[config.mk]
export PLATFORM = sky130hd
export DESIGN_NAME = muldiv_seq
export DESIGN_NICKNAME = d
export VERILOG_FILES = /design/src/rtl/muldiv_seq.sv
export SDC_FILE = /design/constraint.sdc
export NUM_CORES = 1
export LEC_CHECK = 0
export BUFFER_PORTS_ARGS = -buffer_cell sky130_fd_sc_hd__buf_4
export CAP_MARGIN = 5
export CORE_MARGIN = 2
export CORE_UTILIZATION = 50
export CTS_CLUSTER_DIAMETER = 50
export DETAILED_ROUTE_END_ITERATION = 8
export GPL_TIMING_DRIVEN = 0
export PLACE_DENSITY = 0.71
export REMOVE_ABC_BUFFERS = 1
export SYNTH_ARGS = -nofsm -noshare
export SYNTH_HDL_FRONTEND = slang
export SYNTH_SLANG_ARGS = --single-unit
export TNS_END_PERCENT = 1
[constraint.sdc]
create_clock -name clk -period 3.3 [get_ports clk]
set_clock_uncertainty 0.05 [all_clocks]
set_input_delay 0.66 -clock clk [delete_from_list [all_inputs] [get_ports clk]]
set_output_delay 0.66 -clock clk [all_outputs]
set_load 0.005 [all_outputs]
[src/rtl/muldiv_seq.sv]
// Iterative multiply/divide unit for the HI/LO path: shift-add multiply, restoring divide,
// WIDTH iterations per op, then one sign-fix cycle and a single-cycle HI/LO write strobe.
module muldiv_seq #(
  parameter int unsigned WIDTH = 32
) (
  input  logic             clk,
  input  logic             rst,
  input  logic             start,
  input  logic [1:0]       op,
  input  logic [WIDTH-1:0] srcA,
  input  logic [WIDTH-1:0] srcB,
  input  logic             flush,
  output logic             stall_req,
  output logic             busy,
  output logic             we_hi,
  output logic             we_lo,
  output logic [WIDTH-1:0] hi_out,
  output logic [WIDTH-1:0] lo_out,
  output logic             div_by_zero
);

  localparam int unsigned CntW = (WIDTH > 1) ? $clog2(WIDTH) : 1;

  typedef enum logic [1:0] {StIdle, StCalc, StFix, StDone} state_e;

  state_e             state_q, state_d;
  logic               is_div_q, is_div_d;
  logic               neg_quo_q, neg_quo_d;
  logic               neg_rem_q, neg_rem_d;
  logic               dz_q, dz_d;
  logic [CntW-1:0]    cnt_q, cnt_d;
  logic [WIDTH-1:0]   a_q, a_d;
  logic [WIDTH-1:0]   b_q, b_d;
  logic [2*WIDTH-1:0] prod_q, prod_d;
  logic [WIDTH-1:0]   rem_q, rem_d;
  logic [WIDTH-1:0]   hi_q, hi_d;
  logic [WIDTH-1:0]   lo_q, lo_d;

  logic               in_signed, a_neg, b_neg;
  logic [WIDTH-1:0]   a_abs, b_abs;
  logic [WIDTH:0]     mul_sum;
  logic [WIDTH:0]     div_shift, div_diff;
  logic               div_ge;
  logic [2*WIDTH-1:0] mul_res;
  logic [WIDTH-1:0]   quo_res, rem_res;

  assign in_signed = ~op[0];
  assign a_neg     = in_signed & srcA[WIDTH-1];
  assign b_neg     = in_signed & srcB[WIDTH-1];
  assign a_abs     = a_neg ? -srcA : srcA;
  assign b_abs     = b_neg ? -srcB : srcB;

  // Multiplier sits in the low half of prod_q and shifts out as the product shifts in.
  assign mul_sum   = {1'b0, prod_q[2*WIDTH-1:WIDTH]} + (prod_q[0] ? {1'b0, a_q} : '0);

  // Partial remainder stays below the divisor, so the borrow bit alone decides the quotient bit.
  assign div_shift = {rem_q, prod_q[WIDTH-1]};
  assign div_diff  = div_shift - {1'b0, b_q};
  assign div_ge    = ~div_diff[WIDTH];

  assign mul_res   = neg_quo_q ? -prod_q : prod_q;
  assign quo_res   = neg_quo_q ? -prod_q[WIDTH-1:0] : prod_q[WIDTH-1:0];
  assign rem_res   = neg_rem_q ? -rem_q : rem_q;

  always_comb begin
    state_d     = state_q;
    is_div_d    = is_div_q;
    neg_quo_d   = neg_quo_q;
    neg_rem_d   = neg_rem_q;
    dz_d        = dz_q;
    cnt_d       = cnt_q;
    a_d         = a_q;
    b_d         = b_q;
    prod_d      = prod_q;
    rem_d       = rem_q;
    hi_d        = hi_q;
    lo_d        = lo_q;
    stall_req   = 1'b0;
    we_hi       = 1'b0;
    we_lo       = 1'b0;
    div_by_zero = 1'b0;

    unique case (state_q)
      StIdle: begin
        if (start) begin
          stall_req = 1'b1;
          is_div_d  = op[1];
          neg_quo_d = a_neg ^ b_neg;
          neg_rem_d = a_neg;
          a_d       = a_abs;
          b_d       = b_abs;
          cnt_d     = '0;
          rem_d     = '0;
          prod_d    = op[1] ? {{WIDTH{1'b0}}, a_abs} : {{WIDTH{1'b0}}, b_abs};
          if (op[1] && (srcB == '0)) begin
            dz_d    = 1'b1;
            state_d = StDone;
          end else begin
            dz_d    = 1'b0;
            state_d = StCalc;
          end
        end
      end
      StCalc: begin
        stall_req = 1'b1;
        cnt_d     = cnt_q + 1'b1;
        if (is_div_q) begin
          prod_d[WIDTH-1:0] = {prod_q[WIDTH-2:0], div_ge};
          rem_d             = div_ge ? div_diff[WIDTH-1:0] : div_shift[WIDTH-1:0];
        end else begin
          prod_d = {mul_sum, prod_q[WIDTH-1:1]};
        end
        if (cnt_q == CntW'(WIDTH - 1)) state_d = StFix;
      end
      StFix: begin
        stall_req = 1'b1;
        if (is_div_q) begin
          hi_d = rem_res;
          lo_d = quo_res;
        end else begin
          {hi_d, lo_d} = mul_res;
        end
        state_d = StDone;
      end
      StDone: begin
        if (dz_q) begin
          div_by_zero = 1'b1;
        end else begin
          we_hi = 1'b1;
          we_lo = 1'b1;
        end
        state_d = StIdle;
      end
      default: state_d = StIdle;
    endcase

    // Squash: abandon the op without touching HI/LO or raising any strobe.
    if (flush) begin
      state_d     = StIdle;
      hi_d        = hi_q;
      lo_d        = lo_q;
      we_hi       = 1'b0;
      we_lo       = 1'b0;
      div_by_zero = 1'b0;
    end
  end

  always_ff @(posedge clk) begin
    if (rst) begin
      state_q   <= StIdle;
      is_div_q  <= 1'b0;
      neg_quo_q <= 1'b0;
      neg_rem_q <= 1'b0;
      dz_q      <= 1'b0;
      cnt_q     <= '0;
      a_q       <= '0;
      b_q       <= '0;
      prod_q    <= '0;
      rem_q     <= '0;
      hi_q      <= '0;
      lo_q      <= '0;
    end else begin
      state_q   <= state_d;
      is_div_q  <= is_div_d;
      neg_quo_q <= neg_quo_d;
      neg_rem_q <= neg_rem_d;
      dz_q      <= dz_d;
      cnt_q     <= cnt_d;
      a_q       <= a_d;
      b_q       <= b_d;
      prod_q    <= prod_d;
      rem_q     <= rem_d;
      hi_q      <= hi_d;
      lo_q      <= lo_d;
    end
  end

  assign busy   = (state_q != StIdle);
  assign hi_out = hi_q;
  assign lo_out = lo_q;

endmodule
==> impl_metrics.yaml <==
routing:
  drc: 0
  drtPass1Iterations: 8
  vias: 15700
  routed_via_density: 6.11
  wirelength_mm: 51.3
  met1Wirelength_mm: 22.9
  ant_nets: 0
  detail_route.iter0.violations: 1188
  wl_met3_mm: 3.56
  wl_met2_mm: 23.4
  top_layer: "met4"
  wl_per_cell_um: 20.0
timing:
  grt_setup_unrepaired: "yes"
  timing.hold.ws_ns: 0.326
  post-route-period-util_pct: 103
  hold_violations: 0
  fin_crit_ns: 3.41
  maxSlewHeadroom_pct: 16.3
  layout_setup_ws_ns: -0.111
  worst_slew_pin_slew_ns: 1.25
  max_freq_ghz: 0.293
  drv_slew: 0
  setup_viol: 31
setup_path:
  endpoint_kind: "register"
  r2r_cells: 14
  worstPathArrival_ns: 3.76
  cp_max_fo: 8
  startpoint_type: "register"
  crit_path_max_incr_delay_ns: 0.39
  cp_slowest_cell: "dfxtp_4"
  path_class: "register to register"
  worstPathRequired_ns: 3.65
  path_cells: "inv_6, ha_4, fa_2, nand2b_4, a211oi_4, o41ai_4, o31ai_4, a21oi_2, or3_4, a32oi_4, buf_12, mux2_4, a22oi_1, o21ai_1"
yosys:
  synth_edf_count: 0
  netlist_area_mm2: 0.0162
  synthTopCellsByArea: "dfxtp_1 29%, a211oi_1 6.0%, ha_1 5.9%"
  syn-instance-count: 2066
  syn_avg_cell_area_um2: 7.83
  ys_types: 74
  synth_area_leader_cell: "dfxtp_1"
  synth_seq_area_share_pct: 29.1
  synth_top_area_share_pct: 29.1
  async_flop_share_pct: 0
  synth_flop_cell: "dfxtp_1"
  yosysWarnings: 0
  ys_seq_elements: 235
  synth.most_common_cell: "nor2_1"
  synth_commonest_cells: "245 x nor2_1, 235 x dfxtp_1, 186 x nand2_1"
global_route:
  grt_max_degree: 119
  grt_pass1_vias: 14900
  antenna_found_initial: 0
  grt_overflow_total: 0
  grt_use_total_pct: 30.0
  grt_first_pass_wirelength_mm: 80.9
finish:
  utilization_pct: 60.8
  design_area_mm2: 0.0193
  fin_cells: 2568
  area_growth_pct: 19.3
  num-nets-final: 2289
  num_antenna_cells: 0
  drive_gt1_share_pct: 16.1
  multi_input_area_mm2: 0.0112
  regArea_mm2: 0.00472
  nFillCells: 2796
clock_tree:
  root_buffer: "clkbuf_16"
  clockBufferDepth: 3
  cts.clk_slew.worst_paths_ns: 0.06
  tritoncts: "built"
  numCtsBuffers: 35
  cts.sinks: 235
  ctsHtreeMaxLevel: 2
  clk_latency_ns: 0.52
floorplanning:
  ios: 139
  num_rows: 65
  die_area_mm2: 0.0338
  die_w_um: 184
  fp.coreArea_mm2: 0.0317
  dieHeight_um: 184
  initial_core_util_pct: 51.0
power:
  leakage_nw: 7.81
  powerDensity_mw_per_mm2: 439
  ir_drop_mv: 0.458
placement:
  place_area_mm2: 0.0175
  dp_hpwl_mm: 36.7
  port_buffers: 138
  gp_congestion: 0.941
  dpl.cell_count: 2485
status:
  violations: "setup timing"
  status: "complete, but fails checks"
worst_hold_path:
  min_path_type: "input port to register"
  min_path_cells: 2
flow_run:
  drv_cap: 0
## cells in the final DEF, fill, tap and decap left out, types with 41 or more instances in the layout
cell type,Yosys,final
a211oi_1,129,128
a21oi_1,131,125
and2_1,42,41
buf_4,2,151
dfxtp_1,235,229
ha_1,76,71
inv_1,63,60
mux2i_1,46,44
nand2_1,186,184
nor2_1,245,241
o21ai_0,113,82
xnor2_1,89,87
xor2_1,105,104
## flip-flops by register name (all words and copies together), names as in the netlist
register / count
b_q: 32
prod_q: 64
hi_out: 32
lo_out: 32
neg_quo_q: 1
a_q: 32
is_div_q: 1
cnt_q: 5
state_q: 2
dz_q: 1
neg_rem_q: 1
rem_q: 32
## cell families after synthesis
| logic type | synth area share, % |
|---|---|
| compound gates | 25.3 |
| xor+xnor | 10.5 |
| fa+ha+maj | 6.13 |
| buf+inv | 4.68 |
| flops | 29.1 |
| mux | 4.24 |
| simple gates | 20.0 |
## path summary, 6_finish.rpt
check,slack [ns],startpoint,end
setup reg to reg,-0.11,prod_q[31],rem_q[31]
setup / recovery,-0.11,prod_q[31],rem_q[31]
hold reg to reg,0.39,hi_out[15],hi_out[15]
hold / removal,0.33,flush,state_q[0]
## where the power goes
| part | switching (W) | internal [W] | total [W] |
|---|---|---|---|
| Sequential | 0.000169 | 0.00299 | 0.00316 |
| Clock | 0.00141 | 0.00228 | 0.00369 |
| Combinational | 0.000991 | 0.000624 | 0.00162 |
## metrics by stage
step	TNS, ns	setup WS [ns]	power, W
final	-1.68	-0.111	0.00846
after detailed placement	-87.56	-1.46	0.00470
after global routing	-6.97	-0.242	0.00878
after CTS	-3.70	-0.184	0.00843
after floorplan	-170.27	-2.43	0.00412
after global placement	-553.12	-4.70	0.00465
## metal layers
| layer | vias up | track usage (%) |
|---|---|---|
| li1 | 7628 | - |
| met1 | 7416 | 41.3 |
| met2 | 576 | 48.0 |
| met3 | 80 | 4.02 |
| met4 | 0 | 10.7 |
| met5 | - | 0 |
## repair_timing
| action | CTS | global route |
|---|---|---|
| endpoints found under the setup margin | 108 | 86 |
| pin swaps | 16 | 11 |
| buffers inserted | 16 | 2 |
| cloned | 2 | 0 |
| gates resized for setup | 74 | 46 |
| hold buffers | 0 | 0 |
## critical path: cells and delay by family, from the launching register on
kind | cells | cell delay [ns]
AOI/OAI and AO/OA | 7 | 1.26
adders and majority gates | 2 | 0.53
and+or+nand+nor | 2 | 0.52
DFF | 1 | 0.39
muxes | 1 | 0.30
buffers and inverters | 2 | 0.23
## final cells by class
class / instances / area share, %
Tap cell: 402 / 2.61
Clock buffer: 45 / 5.11
Multi-Input combinational cell: 1638 / 58.1
Clock inverter: 17 / 0.869
Sequential cell: 235 / 24.5
Inverter: 63 / 1.25
Timing Repair Buffer: 168 / 7.63
Note: power is estimated with default switching activity, not from simulation.
